[config.mk]
export PLATFORM = sky130hd
export DESIGN_NAME = uart_lite_ctrl
export DESIGN_NICKNAME = d
export VERILOG_FILES = /design/src/rtl/uart_lite_ctrl.sv
export SDC_FILE = /design/constraint.sdc
export NUM_CORES = 1
export LEC_CHECK = 0
export ABC_AREA = 1
export CAP_MARGIN = 20
export CORE_ASPECT_RATIO = 1.25
export CORE_MARGIN = 1.5
export CORE_UTILIZATION = 37
export DETAILED_ROUTE_END_ITERATION = 8
export PLACE_DENSITY = 0.73
export SKIP_CTS_REPAIR_TIMING = 1
export SYNTH_ARGS = -nofsm -noshare
export SYNTH_HDL_FRONTEND = slang
export SYNTH_SLANG_ARGS = --single-unit
export TNS_END_PERCENT = 5
[constraint.sdc]
create_clock -name clk -period 1.5 [get_ports clk]
set_clock_uncertainty 0.15 [all_clocks]
set_input_delay 0.225 -clock clk [delete_from_list [all_inputs] [get_ports clk]]
set_output_delay 0.225 -clock clk [all_outputs]
set_load 0.1 [all_outputs]
[src/rtl/uart_lite_ctrl.sv]
// uart_lite_ctrl: sole AXI4-Lite master of an AXI UART Lite. Resets the UART FIFOs,
// polls STAT, and moves bytes between the UART FIFOs and the core's byte streams.
module uart_lite_ctrl #(
   parameter int unsigned POLL_GAP = 4
) (
   input  logic        clk,
   input  logic        rstn,
   output logic [3:0]  uart_araddr,
   output logic        uart_arvalid,
   input  logic        uart_arready,
   input  logic [31:0] uart_rdata,
   input  logic [1:0]  uart_rresp,
   input  logic        uart_rvalid,
   output logic        uart_rready,
   output logic [3:0]  uart_awaddr,
   output logic        uart_awvalid,
   input  logic        uart_awready,
   output logic [31:0] uart_wdata,
   output logic [3:0]  uart_wstrb,
   output logic        uart_wvalid,
   input  logic        uart_wready,
   input  logic [1:0]  uart_bresp,
   input  logic        uart_bvalid,
   output logic        uart_bready,
   input  logic [7:0]  tx_data,
   input  logic        tx_valid,
   output logic        tx_ready,
   output logic [7:0]  rx_data,
   output logic        rx_valid,
   input  logic        rx_ready,
   output logic        err_overrun,
   output logic        err_frame,
   output logic        err_resp,
   input  logic        err_clr
);

   typedef enum logic [2:0] {
      S_INIT   = 3'd0,
      S_POLL   = 3'd1,
      S_DECIDE = 3'd2,
      S_RXRD   = 3'd3,
      S_TXWR   = 3'd4,
      S_GAP    = 3'd5
   } state_e;

   localparam logic [3:0] ADDR_RX   = 4'h0;
   localparam logic [3:0] ADDR_TX   = 4'h4;
   localparam logic [3:0] ADDR_STAT = 4'h8;
   localparam logic [3:0] ADDR_CTRL = 4'hC;
   localparam logic [3:0] GAP_LIM   = 4'(POLL_GAP);

   state_e      state_q, state_d;
   logic [3:0]  araddr_q, araddr_d;
   logic        arvalid_q, arvalid_d;
   logic        rready_q, rready_d;
   logic [3:0]  awaddr_q, awaddr_d;
   logic        awvalid_q, awvalid_d;
   logic [31:0] wdata_q, wdata_d;
   logic [3:0]  wstrb_q, wstrb_d;
   logic        wvalid_q, wvalid_d;
   logic        wr_pend_q, wr_pend_d;
   logic        bready_q, bready_d;
   logic        stat_rx_q, stat_rx_d;
   logic        stat_txf_q, stat_txf_d;
   logic [7:0]  tx_byte_q, tx_byte_d;
   logic        tx_ready_q, tx_ready_d;
   logic [7:0]  rx_data_q, rx_data_d;
   logic        rx_valid_q, rx_valid_d;
   logic        prio_q, prio_d;
   logic [3:0]  gap_q, gap_d;
   logic        err_ovr_q, err_ovr_d;
   logic        err_frm_q, err_frm_d;
   logic        err_rsp_q, err_rsp_d;

   logic        launch_rd_s, launch_wr_s;
   logic [3:0]  rd_addr_s, wr_addr_s;
   logic [31:0] wr_data_s;
   logic        rd_done_s, wr_done_s, aw_ok_s, w_ok_s;
   logic        stat_done_s, rx_load_s, tx_done_s, tx_load_s;
   logic        rx_cand_s, tx_cand_s;
   logic        unused_rdata_s;

   assign rd_done_s   = rready_q & uart_rvalid;
   assign wr_done_s   = bready_q & uart_bvalid;
   assign aw_ok_s     = ~awvalid_q | uart_awready;
   assign w_ok_s      = ~wvalid_q | uart_wready;
   assign stat_done_s = rd_done_s & (state_q == S_POLL);
   assign rx_load_s   = rd_done_s & (state_q == S_RXRD);
   assign tx_done_s   = wr_done_s & (state_q == S_TXWR);
   assign tx_load_s   = tx_valid & tx_ready_q;
   assign rx_cand_s   = stat_rx_q & ~rx_valid_q;
   assign tx_cand_s   = ~tx_ready_q & ~stat_txf_q;
   assign unused_rdata_s = ^uart_rdata[31:8];

   // Sequencer: picks the next access and requests its launch on the entering edge.
   always_comb begin
      state_d     = state_q;
      prio_d      = prio_q;
      gap_d       = gap_q;
      launch_rd_s = 1'b0;
      launch_wr_s = 1'b0;
      rd_addr_s   = ADDR_STAT;
      wr_addr_s   = ADDR_CTRL;
      wr_data_s   = 32'h0000_0000;
      case (state_q)
         S_INIT: begin
            if (~wr_pend_q & ~bready_q) begin
               launch_wr_s = 1'b1;
               wr_addr_s   = ADDR_CTRL;
               wr_data_s   = 32'h0000_0003;
            end else if (wr_done_s) begin
               state_d     = S_POLL;
               launch_rd_s = 1'b1;
            end else begin
               state_d = S_INIT;
            end
         end
         S_POLL: begin
            if (rd_done_s) begin
               state_d = S_DECIDE;
            end else begin
               state_d = S_POLL;
            end
         end
         S_DECIDE: begin
            if (rx_cand_s & (~tx_cand_s | ~prio_q)) begin
               state_d     = S_RXRD;
               launch_rd_s = 1'b1;
               rd_addr_s   = ADDR_RX;
            end else if (tx_cand_s) begin
               state_d     = S_TXWR;
               launch_wr_s = 1'b1;
               wr_addr_s   = ADDR_TX;
               wr_data_s   = {24'h00_0000, tx_byte_q};
            end else if (GAP_LIM == 4'd0) begin
               state_d     = S_POLL;
               launch_rd_s = 1'b1;
            end else begin
               state_d = S_GAP;
               gap_d   = 4'd0;
            end
         end
         S_RXRD: begin
            if (rd_done_s) begin
               state_d     = S_POLL;
               launch_rd_s = 1'b1;
               prio_d      = ~prio_q;
            end else begin
               state_d = S_RXRD;
            end
         end
         S_TXWR: begin
            if (wr_done_s) begin
               state_d     = S_POLL;
               launch_rd_s = 1'b1;
               prio_d      = ~prio_q;
            end else begin
               state_d = S_TXWR;
            end
         end
         S_GAP: begin
            gap_d = (gap_q == GAP_LIM) ? gap_q : gap_q + 4'd1;
            if (({1'b0, gap_q} + 5'd1) >= {1'b0, GAP_LIM}) begin
               state_d     = S_POLL;
               launch_rd_s = 1'b1;
            end else begin
               state_d = S_GAP;
            end
         end
         default: begin
            state_d = S_INIT;
         end
      endcase
   end

   // AXI channel registers: each valid is held until its own handshake.
   always_comb begin
      araddr_d  = launch_rd_s ? rd_addr_s : araddr_q;
      arvalid_d = launch_rd_s | (arvalid_q & ~uart_arready);
      rready_d  = (arvalid_q & uart_arready) | (rready_q & ~uart_rvalid);
      awaddr_d  = launch_wr_s ? wr_addr_s : awaddr_q;
      wdata_d   = launch_wr_s ? wr_data_s : wdata_q;
      awvalid_d = launch_wr_s | (awvalid_q & ~uart_awready);
      wvalid_d  = launch_wr_s | (wvalid_q & ~uart_wready);
      wr_pend_d = launch_wr_s | (wr_pend_q & ~(aw_ok_s & w_ok_s));
      // B is only accepted once both address and data have been taken.
      bready_d  = (wr_pend_q & aw_ok_s & w_ok_s) | (bready_q & ~uart_bvalid);
      if (launch_wr_s) begin
         wstrb_d = 4'hF;
      end else if (wr_done_s) begin
         wstrb_d = 4'h0;
      end else begin
         wstrb_d = wstrb_q;
      end
   end

   // Byte-stream buffers, captured STAT bits and sticky error flags.
   always_comb begin
      stat_rx_d  = stat_done_s ? uart_rdata[0] : stat_rx_q;
      stat_txf_d = stat_done_s ? uart_rdata[3] : stat_txf_q;
      tx_byte_d  = tx_load_s ? tx_data : tx_byte_q;
      if (tx_ready_q) begin
         tx_ready_d = ~tx_valid;
      end else begin
         tx_ready_d = tx_done_s;
      end
      rx_data_d  = rx_load_s ? uart_rdata[7:0] : rx_data_q;
      rx_valid_d = rx_load_s | (rx_valid_q & ~rx_ready);
      if (err_clr) begin
         err_ovr_d = 1'b0;
         err_frm_d = 1'b0;
         err_rsp_d = 1'b0;
      end else begin
         err_ovr_d = err_ovr_q | (stat_done_s & uart_rdata[5]);
         err_frm_d = err_frm_q | (stat_done_s & uart_rdata[6]);
         err_rsp_d = err_rsp_q | (rd_done_s & (uart_rresp != 2'b00))
                               | (wr_done_s & (uart_bresp != 2'b00));
      end
   end

   // State and output registers.
   always_ff @(posedge clk or negedge rstn) begin
      if (!rstn) begin
         state_q    <= S_INIT;
         araddr_q   <= 4'h0;
         arvalid_q  <= 1'b0;
         rready_q   <= 1'b0;
         awaddr_q   <= 4'h0;
         awvalid_q  <= 1'b0;
         wdata_q    <= 32'h0000_0000;
         wstrb_q    <= 4'h0;
         wvalid_q   <= 1'b0;
         wr_pend_q  <= 1'b0;
         bready_q   <= 1'b0;
         stat_rx_q  <= 1'b0;
         stat_txf_q <= 1'b0;
         tx_byte_q  <= 8'h00;
         tx_ready_q <= 1'b1;
         rx_data_q  <= 8'h00;
         rx_valid_q <= 1'b0;
         prio_q     <= 1'b0;
         gap_q      <= 4'd0;
         err_ovr_q  <= 1'b0;
         err_frm_q  <= 1'b0;
         err_rsp_q  <= 1'b0;
      end else begin
         state_q    <= state_d;
         araddr_q   <= araddr_d;
         arvalid_q  <= arvalid_d;
         rready_q   <= rready_d;
         awaddr_q   <= awaddr_d;
         awvalid_q  <= awvalid_d;
         wdata_q    <= wdata_d;
         wstrb_q    <= wstrb_d;
         wvalid_q   <= wvalid_d;
         wr_pend_q  <= wr_pend_d;
         bready_q   <= bready_d;
         stat_rx_q  <= stat_rx_d;
         stat_txf_q <= stat_txf_d;
         tx_byte_q  <= tx_byte_d;
         tx_ready_q <= tx_ready_d;
         rx_data_q  <= rx_data_d;
         rx_valid_q <= rx_valid_d;
         prio_q     <= prio_d;
         gap_q      <= gap_d;
         err_ovr_q  <= err_ovr_d;
         err_frm_q  <= err_frm_d;
         err_rsp_q  <= err_rsp_d;
      end
   end

   assign uart_araddr  = araddr_q;
   assign uart_arvalid = arvalid_q;
   assign uart_rready  = rready_q;
   assign uart_awaddr  = awaddr_q;
   assign uart_awvalid = awvalid_q;
   assign uart_wdata   = wdata_q;
   assign uart_wstrb   = wstrb_q;
   assign uart_wvalid  = wvalid_q;
   assign uart_bready  = bready_q;
   assign tx_ready     = tx_ready_q;
   assign rx_data      = rx_data_q;
   assign rx_valid     = rx_valid_q;
   assign err_overrun  = err_ovr_q;
   assign err_frame    = err_frm_q;
   assign err_resp     = err_rsp_q;

endmodule

==> results_dict.tcl, run 1 <==
set metrics [dict create \
    outcome "finished, violations left" \
    violations "setup timing" \
    cts_tree "yes" \
    max_freq_mhz 629 \
    syn2layout_area_growth_pct 56.8 \
    fin_crit_sh_pct 106 \
    slew_violations 0 \
    place_area_sq_mm 0.00352 \
    io_buffers 62 \
    insertion_delay_ns 0.29 \
    hold_viol_final 0 \
    seq_area_frac_synth_pct 51.7 \
    gp_congestion 0.812 \
    ctsLongestPathBuffers 2 \
    setup_viol 18 \
    final_nets 404 \
    vias_per_cell 4.36 \
    start_util_pct 38.3 \
    track_usage_pct 15.4 \
    place_hpwl_mm 3.87 \
    diodes 0 \
    syn_area_sq_mm 0.00237 \
    synth.distinct_cells 32 \
    rows 32 \
    worstPathArrival_ns 1.21 \
    critical_path.cell_chain "buf_6 -> buf_12" \
    worst_slack_ns -0.0899 \
    dieHeight_um 92.6 \
    cp_max_fo 3 \
    power_mw 9.21 \
    die_x_um 74.7 \
    wl_mm 5.06 \
    drv_cap 0 \
    layout_common_cells "dfrtp_1, nand2_1, buf_12" \
    leakagePower_nw 1.88 \
    ir_drop_mv 1.24 \
    drt_iter0_drc 26 \
    cts_num_sinks 49 \
    via_count 1888 \
    die_area_sq_mm 0.00691 \
    final_antenna_net_count 0 \
    cp-end-kind "output pin" \
    synth-seq-cells 49 \
    antenna_found_initial 0 \
    drc 0 \
    wl_per_cell_um 11.7 \
    htreeDepth 2 \
    powerDensity_mw_per_mm2 2470 \
    drt-pass1-iter-count 4 \
    grt_pass1_vias 1864 \
    stdcell_area_sq_mm 0.00372 \
    clockRootBuffer "clkbuf_8" \
    n_fill_cell 502 \
    grt_max_degree 50 \
    rsz0062_at_grt "yes" \
    min_period_ns 1.59 \
    slowest_stage "dfstp_4" \
    cp.required_ns 1.12 \
    core_area_sq_mm 0.00621 \
    layout_commonest_cell "dfrtp_1" \
    grt-ovfl-total 0 \
    clkTransAtPathRegs_ns 0.09 \
    critical_path_class "reg2out" \
    syn_avg_cell_area_sq_um 9.24 \
    path_delay_family "flip-flops" \
    drive_gt1_share_pct 31.6 \
    path_buf_inv 2 \
    grt_pass1_wl_mm 8.25 \
    hold_class "in2async" \
    io_pins 116 \
    start_kind "register" \
    max_stage_delay_ns 0.64 \
    synth_warnings 0 \
    syn-instance-count 257 \
    cts_buffers 5 \
]
==> cell usage after synthesis <==
| cell type | count | area share (%) |
|---|---|---|
| o22ai_1 | 1 | 0.26 |
| conb_1 | 1 | 0.16 |
| buf_6 | 2 | 0.95 |
| dfrtp_1 | 48 | 51 |
| mux2i_1 | 1 | 0.42 |
| mux2_2 | 9 | 4.3 |
| ha_1 | 3 | 1.6 |
| nand3_1 | 11 | 2.3 |
| nor3_2 | 1 | 0.42 |
| inv_1 | 34 | 5.4 |
| nand2_2 | 2 | 0.53 |
| nor2_2 | 2 | 0.53 |
| xor2_1 | 3 | 1.1 |
| o21ai_1 | 2 | 0.42 |
| nor2_4 | 1 | 0.47 |
| buf_4 | 32 | 10 |
| a31o_2 | 1 | 0.37 |
| nand4_1 | 1 | 0.26 |
| inv_2 | 2 | 0.32 |
| dfstp_2 | 1 | 1.1 |
| or2_1 | 1 | 0.26 |
| nand3b_1 | 2 | 0.63 |
| nand3_2 | 1 | 0.42 |
| o21ai_0 | 13 | 2.7 |
| o21ai_2 | 1 | 0.37 |
| clkbuf_1 | 1 | 0.16 |
| nand2_4 | 1 | 0.47 |
| a21oi_1 | 12 | 2.5 |
| nand2_1 | 45 | 7.1 |
| nor2_1 | 20 | 3.2 |
| a31oi_1 | 1 | 0.26 |
| o21bai_1 | 1 | 0.32 |
==> final timing paths <==
kind | from | to | slack (ns) | cells after the start
max | tx_ready$_DFF_PN1_ | tx_ready | -0.09 | 2
min | rstn | uart_wdata[3]$_DFFE_PN0P_ | 0.29 | 3
max reg2reg | tx_ready$_DFF_PN1_ | uart_wdata[7]$_DFFE_PN0P_ | -0.07 | 9
min reg2reg | prio_q$_DFFE_PN0P_ | prio_q$_DFFE_PN0P_ | 0.35 | 1
max in group asynchronous | rstn | tx_ready$_DFF_PN1_ | 0.63 | 3
min in group clk | uart_rdata[3] | stat_txf_q$_DFFE_PN0P_ | 0.33 | 3
==> layout make-up <==
| cell class | count | area, sq um | share of cell area (%) |
|---|---|---|---|
| sequential | 49 | 1240 | 33.3 |
| timing repair buffer | 90 | 1210 | 32.5 |
| multi-input combinational | 165 | 921 | 24.7 |
| inverter | 36 | 135 | 3.63 |
| tap | 85 | 106 | 2.86 |
| clock buffer | 6 | 72.6 | 1.95 |
| clock inverter | 2 | 38.8 | 1.04 |
==> power breakdown <==
| part | switching (mW) | leakage (nW) | internal [mW] |
|---|---|---|---|
| combinational | 3.83 | 1.22 | 2.12 |
| clock | 0.426 | 0.0554 | 0.501 |
| sequential | 0.505 | 0.604 | 1.83 |
| total | 4.76 | 1.88 | 4.44 |
==> per-layer routing <==
metal	global-route usage (%)	vias up	part of all wire, %
met5	0	-	0
met1	16.8	913	38
met3	2.83	4	3.3
li1	-	919	-
met2	29.6	52	58
met4	3.64	0	0.73
==> logic make-up after synthesis <==
group                    synth area share (%)
flip-flops                               51.7
XOR/XNOR                                 1.11
multiplexers                             4.69
other                                   0.158
adder cells (fa/ha/maj)                  1.58
buffers and inverters                    16.9
AO/OA/AOI/OAI                            7.27
AND/OR/NAND/NOR                          16.6
==> stage by stage <==
step | hold WS, ns | setup TNS (ns) | util, % | setup slack [ns] | std cells
6_report | 0.292 | -0.808 | 60.0 | -0.0899 | 433
3_5_place_dp | 0.0851 | -3.09 | 56.7 | -0.206 | 424
5_1_grt | 0.314 | -2.79 | 60.0 | -0.176 | 433
3_3_place_gp | 0.0821 | -2.20 | 56.7 | -0.180 | 424
4_1_cts | -0.243 | -1.39 | 58.5 | -0.134 | 432
2_1_floorplan | -0.221 | -4.07 | - | -0.217 | 285
==> flip-flops by register name, indices dropped and copies added (netlist names) <==
| register | count |
|---|---|
| err_frame | 1 |
| err_overrun | 1 |
| err_resp | 1 |
| gap_q | 4 |
| prio_q | 1 |
| rx_data | 8 |
| rx_valid | 1 |
| stat_rx_q | 1 |
| stat_txf_q | 1 |
| state_q | 3 |
| tx_byte_q | 8 |
| tx_ready | 1 |
| uart_araddr | 1 |
| uart_arvalid | 1 |
| uart_awaddr | 2 |
| uart_awvalid | 1 |
| uart_bready | 1 |
| uart_rready | 1 |
| uart_wdata | 8 |
| uart_wstrb | 1 |
| uart_wvalid | 1 |
| wr_pend_q | 1 |
==> worst reg2reg max path, stage by stage (launching register included) <==
cell and delay (ns):
dfstp_4 0.64, nor2_4 0.05, nand2_2 0.06, nand2_2 0.05
nand2_2 0.10, nor2_2 0.05, nor2_2 0.14, buf_6 0.14
nand2_1 0.05, o21ai_1 0.08
Note: power is estimated with default switching activity, not from simulation.
==> inputs of run 2 (changes only) <==
--- a/config.mk
+++ b/config.mk
@@ -9,9 +9,10 @@
 export CAP_MARGIN = 20
 export CORE_ASPECT_RATIO = 1.25
 export CORE_MARGIN = 1.5
-export CORE_UTILIZATION = 37
+export CORE_UTILIZATION = 30
 export DETAILED_ROUTE_END_ITERATION = 8
-export PLACE_DENSITY = 0.73
+export HOLD_SLACK_MARGIN = 0.1
+export PLACE_DENSITY = 0.74
 export SKIP_CTS_REPAIR_TIMING = 1
 export SYNTH_ARGS = -nofsm -noshare
 export SYNTH_HDL_FRONTEND = slang
==> run 2 against run 1 <==
Effect of this change: the run still ends with setup timing left; total power increased by 2.5%; global-route usage decreased by 2.9 points; non-clock buffer count increased by 1; core utilization decreased by 11 points; sequential share of layout area decreased by 0.85 points; register-to-register slack worse by 0.03 ns; largest cell class is now non-clock buffers; cell count grew 2.5%; largest power group unchanged; first-iteration DRC count grew to 3.5 times the previous value; count of clock-buffer cells in the layout unchanged; sequential cell count did not move; wire length down 1.0%; combinational power increased by 3.9%.
==> results_dict.tcl, run 2 (synthesis gave the netlist of run 1 again) <==
set metrics [dict create \
    outcome "finished, violations left" \
    violations "setup timing" \
    ir_drop_mv 1.17 \
    cp.required_ns 1.12 \
    hold_viol_final 0 \
    slowest_stage "dfstp_4" \
    start_util_pct 30.7 \
    clockRootBuffer "clkbuf_8" \
    powerDensity_mw_per_mm2 2470 \
    whs_ns 0.281 \
    n_fill_cell 707 \
    rsz0062_at_grt "yes" \
    wl_mm 5.01 \
    start_kind "register" \
    p_sw_share_pct 51.1 \
    final_antenna_net_count 0 \
    die_area_sq_mm 0.00846 \
    worstPathArrival_ns 1.25 \
    drc 0 \
    cp_max_fo 3 \
    io_pins 116 \
    p_int_mw 4.61 \
    via_count 1877 \
    drt_iter0_drc 91 \
    timing.rr.start "tx_ready$_DFF_PN1_" \
    vias_per_cell 4.23 \
    grt_pass1_wl_mm 8.14 \
    rr_endpoint "uart_awaddr[2]$_DFFE_PN0P_" \
    cts_buffers 5 \
    stdcell_area_sq_mm 0.00382 \
    layout_commonest_cell "dfrtp_1" \
    r2r_slack_ns -0.10 \
    core_area_sq_mm 0.00775 \
    slew_violations 0 \
    setup_viol 19 \
    antenna_found_initial 0 \
    cp-end-kind "output pin" \
    ctsLongestPathBuffers 2 \
    layout_common_cells "dfrtp_1, buf_12, nand2_1" \
    dieHeight_um 102 \
    critical_path.cell_chain "buf_4 -> buf_12" \
    htreeDepth 2 \
    clkTransAtPathRegs_ns 0.09 \
    grt_pass1_vias 1737 \
    reg2regPathDepth 9 \
    gp_congestion 0.760 \
    rows 36 \
    grt_max_degree 50 \
    leakagePower_nw 1.90 \
    grt-ovfl-total 0 \
    diodes 0 \
    p_seq_share_pct 24.6 \
    critical_path_class "reg2out" \
    track_usage_pct 12.5 \
    min_period_ns 1.62 \
    cts_tree "yes" \
    drive_gt1_share_pct 34.1 \
    p_switching_mw 4.82 \
    utilization_pct 49.3 \
    drt-pass1-iter-count 4 \
    io_buffers 62 \
    cts_num_sinks 49 \
    fin_crit_sh_pct 108 \
    worst_slack_ns -0.124 \
    clkPwrFrac_pct 10.0 \
    drv_cap 0 \
    p_comb_share_pct 65.5 \
    wl_per_cell_um 11.3 \
    final_nets 405 \
    die_x_um 82.6 \
    place_area_sq_mm 0.00355 \
    max_stage_delay_ns 0.64 \
    place_hpwl_mm 3.78 \
    hold_class "in2async" \
    syn2layout_area_growth_pct 60.7 \
    timing.setup.tns_ns -1.15 \
    insertion_delay_ns 0.30 \
    max_freq_mhz 616 \
]
run 2: cell types whose count changed in the layout (fill, tap and decap cells not counted), moves of 2 or more:
cell / delta
nor2_2: +2
nand2_1: -4
o21ai_1: -3
o21ai_0: +2
buf_12: +3
nand2_4: +2
buf_6: -4
inv_1: -2
nand2_2: +2
run 2: area by class of cell:
type	count	area (sq um)	area share, %
multi-input cells	165	953	25.0
well taps	95	119	3.11
clock buffers	6	72.6	1.90
clock inverters	2	38.8	1.02
flip-flops and latches	49	1240	32.4
inverters	36	138	3.61
repair buffers	91	1260	32.9
run 2: through the flow:
stage | power [mW] | setup slack (ns) | instances
after CTS | 9.22 | -0.138 | 440
final | 9.44 | -0.124 | 444
after global placement | 8.16 | -0.162 | 432
after detailed placement | 8.26 | -0.171 | 432
after floorplan | 6.00 | -0.217 | 285
after global routing | 9.86 | -0.175 | 444
run 2: worst max-delay path by stage:
| stage | startpoint | end | slack [ns] | cells after the start |
|---|---|---|---|---|
| after floorplan | tx_ready$_DFF_PN1_ | uart_awaddr[2]$_DFFE_PN0P_ | -0.22 | 8 |
| after global placement | uart_rvalid | rx_data[2]$_DFFE_PN0P_ | -0.16 | 6 |
| after detailed placement | uart_rvalid | err_overrun$_DFF_PN0_ | -0.17 | 7 |
| after CTS | tx_ready$_DFF_PN1_ | tx_ready | -0.14 | 2 |
| after global routing | tx_ready$_DFF_PN1_ | uart_awaddr[2]$_DFFE_PN0P_ | -0.17 | 9 |
| final | tx_ready$_DFF_PN1_ | tx_ready | -0.12 | 2 |
run 2: layer usage:
| layer | part of all wire, % | GRT usage [%] | up-vias | wire length (um) |
|---|---|---|---|---|
| met5 | 0 | 0 | - | 0 |
| met4 | 1.2 | 5.00 | 0 | 59 |
| met3 | 3.0 | 1.96 | 4 | 152 |
| met2 | 57 | 21.7 | 47 | 2850 |
| met1 | 39 | 15.2 | 900 | 1950 |
| li1 | - | - | 926 | - |
run 2: critical path, delay by kind of cell (launching register included):
family	cells	cell delay (ns)
buffers and inverters	2	0.31
DFF	1	0.64
run 2: power groups by stage:
stage	combinational, mW	sequential, mW	clock [mW]
after floorplan	1.74	4.26	0
after global placement	5.85	2.31	0
after detailed placement	5.93	2.34	0
after CTS	5.94	2.31	0.972
after global routing	6.45	2.38	1.03
final	6.18	2.32	0.942
==> inputs of run 3 (changes only) <==
--- a/config.mk
+++ b/config.mk
@@ -11,8 +11,10 @@
 export CORE_MARGIN = 1.5
 export CORE_UTILIZATION = 30
 export DETAILED_ROUTE_END_ITERATION = 8
+export DONT_BUFFER_PORTS = 1
 export HOLD_SLACK_MARGIN = 0.1
-export PLACE_DENSITY = 0.74
+export PLACE_DENSITY = 0.54
+export REMOVE_ABC_BUFFERS = 1
 export SKIP_CTS_REPAIR_TIMING = 1
 export SYNTH_ARGS = -nofsm -noshare
 export SYNTH_HDL_FRONTEND = slang
==> run 3 against run 2 <==
Effect of this change: the run ends with hold timing, setup timing left; sequential share of layout area grew 4.9 points; via count decreased by 3.6%; maximum frequency is 4.8% higher; combinational power is 16% lower; wire length grew 0.62%; sequential cell count unchanged; register-to-register slack better by 0.06 ns; clock power rose by 4.8%; sequential power fell by 9.1%; critical endpoint unchanged; largest power group unchanged; highest routed layer unchanged.
==> results_dict.tcl, run 3 (synthesis gave the netlist of run 1 again) <==
set metrics [dict create \
    clkPwrFrac_pct 11.9 \
    drt_iter0_drc 77 \
    via_count 1810 \
    track_usage_pct 12.7 \
    stdcell_area_sq_mm 0.00329 \
    whs_ns -0.548 \
    die_area_sq_mm 0.00846 \
    cts_buffers 5 \
    clkTransAtPathRegs_ns 0.09 \
    p_comb_share_pct 62.6 \
    cp.required_ns 1.12 \
    max_freq_mhz 645 \
    antenna_found_initial 0 \
    syn2layout_area_growth_pct 38.7 \
    slew_violations 0 \
    drive_gt1_share_pct 28.0 \
    hold_class "in2async" \
    p_seq_share_pct 25.5 \
    slowest_stage "dfstp_2" \
    max_stage_delay_ns 0.57 \
    outcome "finished, violations left" \
    violations "hold timing, setup timing" \
    timing.setup.tns_ns -0.272 \
    cp-end-kind "output pin" \
    io_pins 116 \
    critical_path_class "reg2out" \
    p_switching_mw 4.55 \
    min_period_ns 1.55 \
    rsz0062_at_grt "yes" \
    htreeDepth 2 \
    power_mw 8.29 \
    rows 36 \
    path_delay_family "flip-flops" \
    insertion_delay_ns 0.31 \
    final_antenna_net_count 0 \
    ctsLongestPathBuffers 2 \
    io_buffers 0 \
    grt_pass1_vias 1748 \
    layout_common_cells "dfrtp_1, buf_4, nand2_1" \
    worstPathArrival_ns 1.17 \
    place_hpwl_mm 3.65 \
    gp_congestion 0.788 \
    core_area_sq_mm 0.00775 \
    powerDensity_mw_per_mm2 2520 \
    wl_per_cell_um 11.6 \
    cp_max_fo 2 \
    clockRootBuffer "clkbuf_8" \
    cts_tree "yes" \
    p_sw_share_pct 54.9 \
    critical_path.cell_chain "buf_4 -> buf_12" \
    drv_cap 0 \
    hold_viol_final 49 \
    setup_viol 18 \
    final_nets 395 \
    leakagePower_nw 1.74 \
    diodes 0 \
    ir_drop_mv 1.62 \
    cts_num_sinks 49 \
    worst_slack_ns -0.0496 \
    vias_per_cell 4.17 \
    r2r_slack_ns -0.04 \
    fin_crit_sh_pct 103 \
    grt_pass1_wl_mm 7.94 \
    grt-ovfl-total 0 \
    layout_commonest_cell "dfrtp_1" \
    wl_mm 5.04 \
    start_kind "register" \
    die_x_um 82.6 \
    path_buf_inv 2 \
    place_area_sq_mm 0.00285 \
    drc 0 \
    drt-pass1-iter-count 4 \
    start_util_pct 30.7 \
    n_fill_cell 775 \
    p_int_mw 3.74 \
    dieHeight_um 102 \
    grt_max_degree 50 \
]
[run 3: area by class of cell]
class / count / area (sq um) / share of cell area [%]
Clock inverter: 1 / 30.0 / 0.912
Timing Repair Buffer: 81 / 810 / 24.6
Sequential cell: 49 / 1230 / 37.4
Inverter: 36 / 135 / 4.10
Multi-Input combinational cell: 165 / 882 / 26.8
Tap cell: 95 / 119 / 3.61
Clock buffer: 7 / 86.3 / 2.62
[run 3: power groups by stage]
stage | clock network (mW) | registers, mW | logic, mW
after global placement | 0 | 2.11 | 5.00
after detailed placement | 0 | 2.13 | 5.06
after global routing | 1.07 | 2.17 | 5.50
final | 0.987 | 2.11 | 5.19
after floorplan | 0 | 4.37 | 1.26
after CTS | 1.03 | 2.11 | 5.06
[run 3: per-stage QoR]
stage,hold slack (ns),worst slack [ns],utilization (%),cells
floorplan,-0.221,-1.67,-,250
global placement,-0.218,-0.0309,36.8,399
detailed placement,-0.218,-0.0580,36.8,399
CTS,-0.566,-0.0911,38.3,407
global route,-0.575,-0.155,42.5,434
finish,-0.548,-0.0496,42.5,434
[run 3: path summary, 6_finish.rpt]
path / to / cells after the start / from
setup / recovery: tx_ready / 2 / tx_ready$_DFF_PN1_
hold / removal: gap_q[2]$_DFFE_PN0P_ / 0 / rstn
setup reg to reg: uart_arvalid$_DFF_PN0_ / 7 / gap_q[0]$_DFFE_PN0P_
hold reg to reg: uart_awaddr[2]$_DFFE_PN0P_ / 1 / uart_awaddr[2]$_DFFE_PN0P_
max in group asynchronous: tx_ready$_DFF_PN1_ / 0 / rstn
min in group clk: err_resp$_DFF_PN0_ / 3 / uart_bresp[0]
[run 3: layer usage]
layer	vias up	track usage, %	wire (um)	share of wire [%]
met2	53	21.6	2660	53
met4	0	5.38	81	1.6
met1	845	14.8	2030	40
met3	7	3.48	266	5.3
li1	905	-	-	-
met5	-	0	0	0
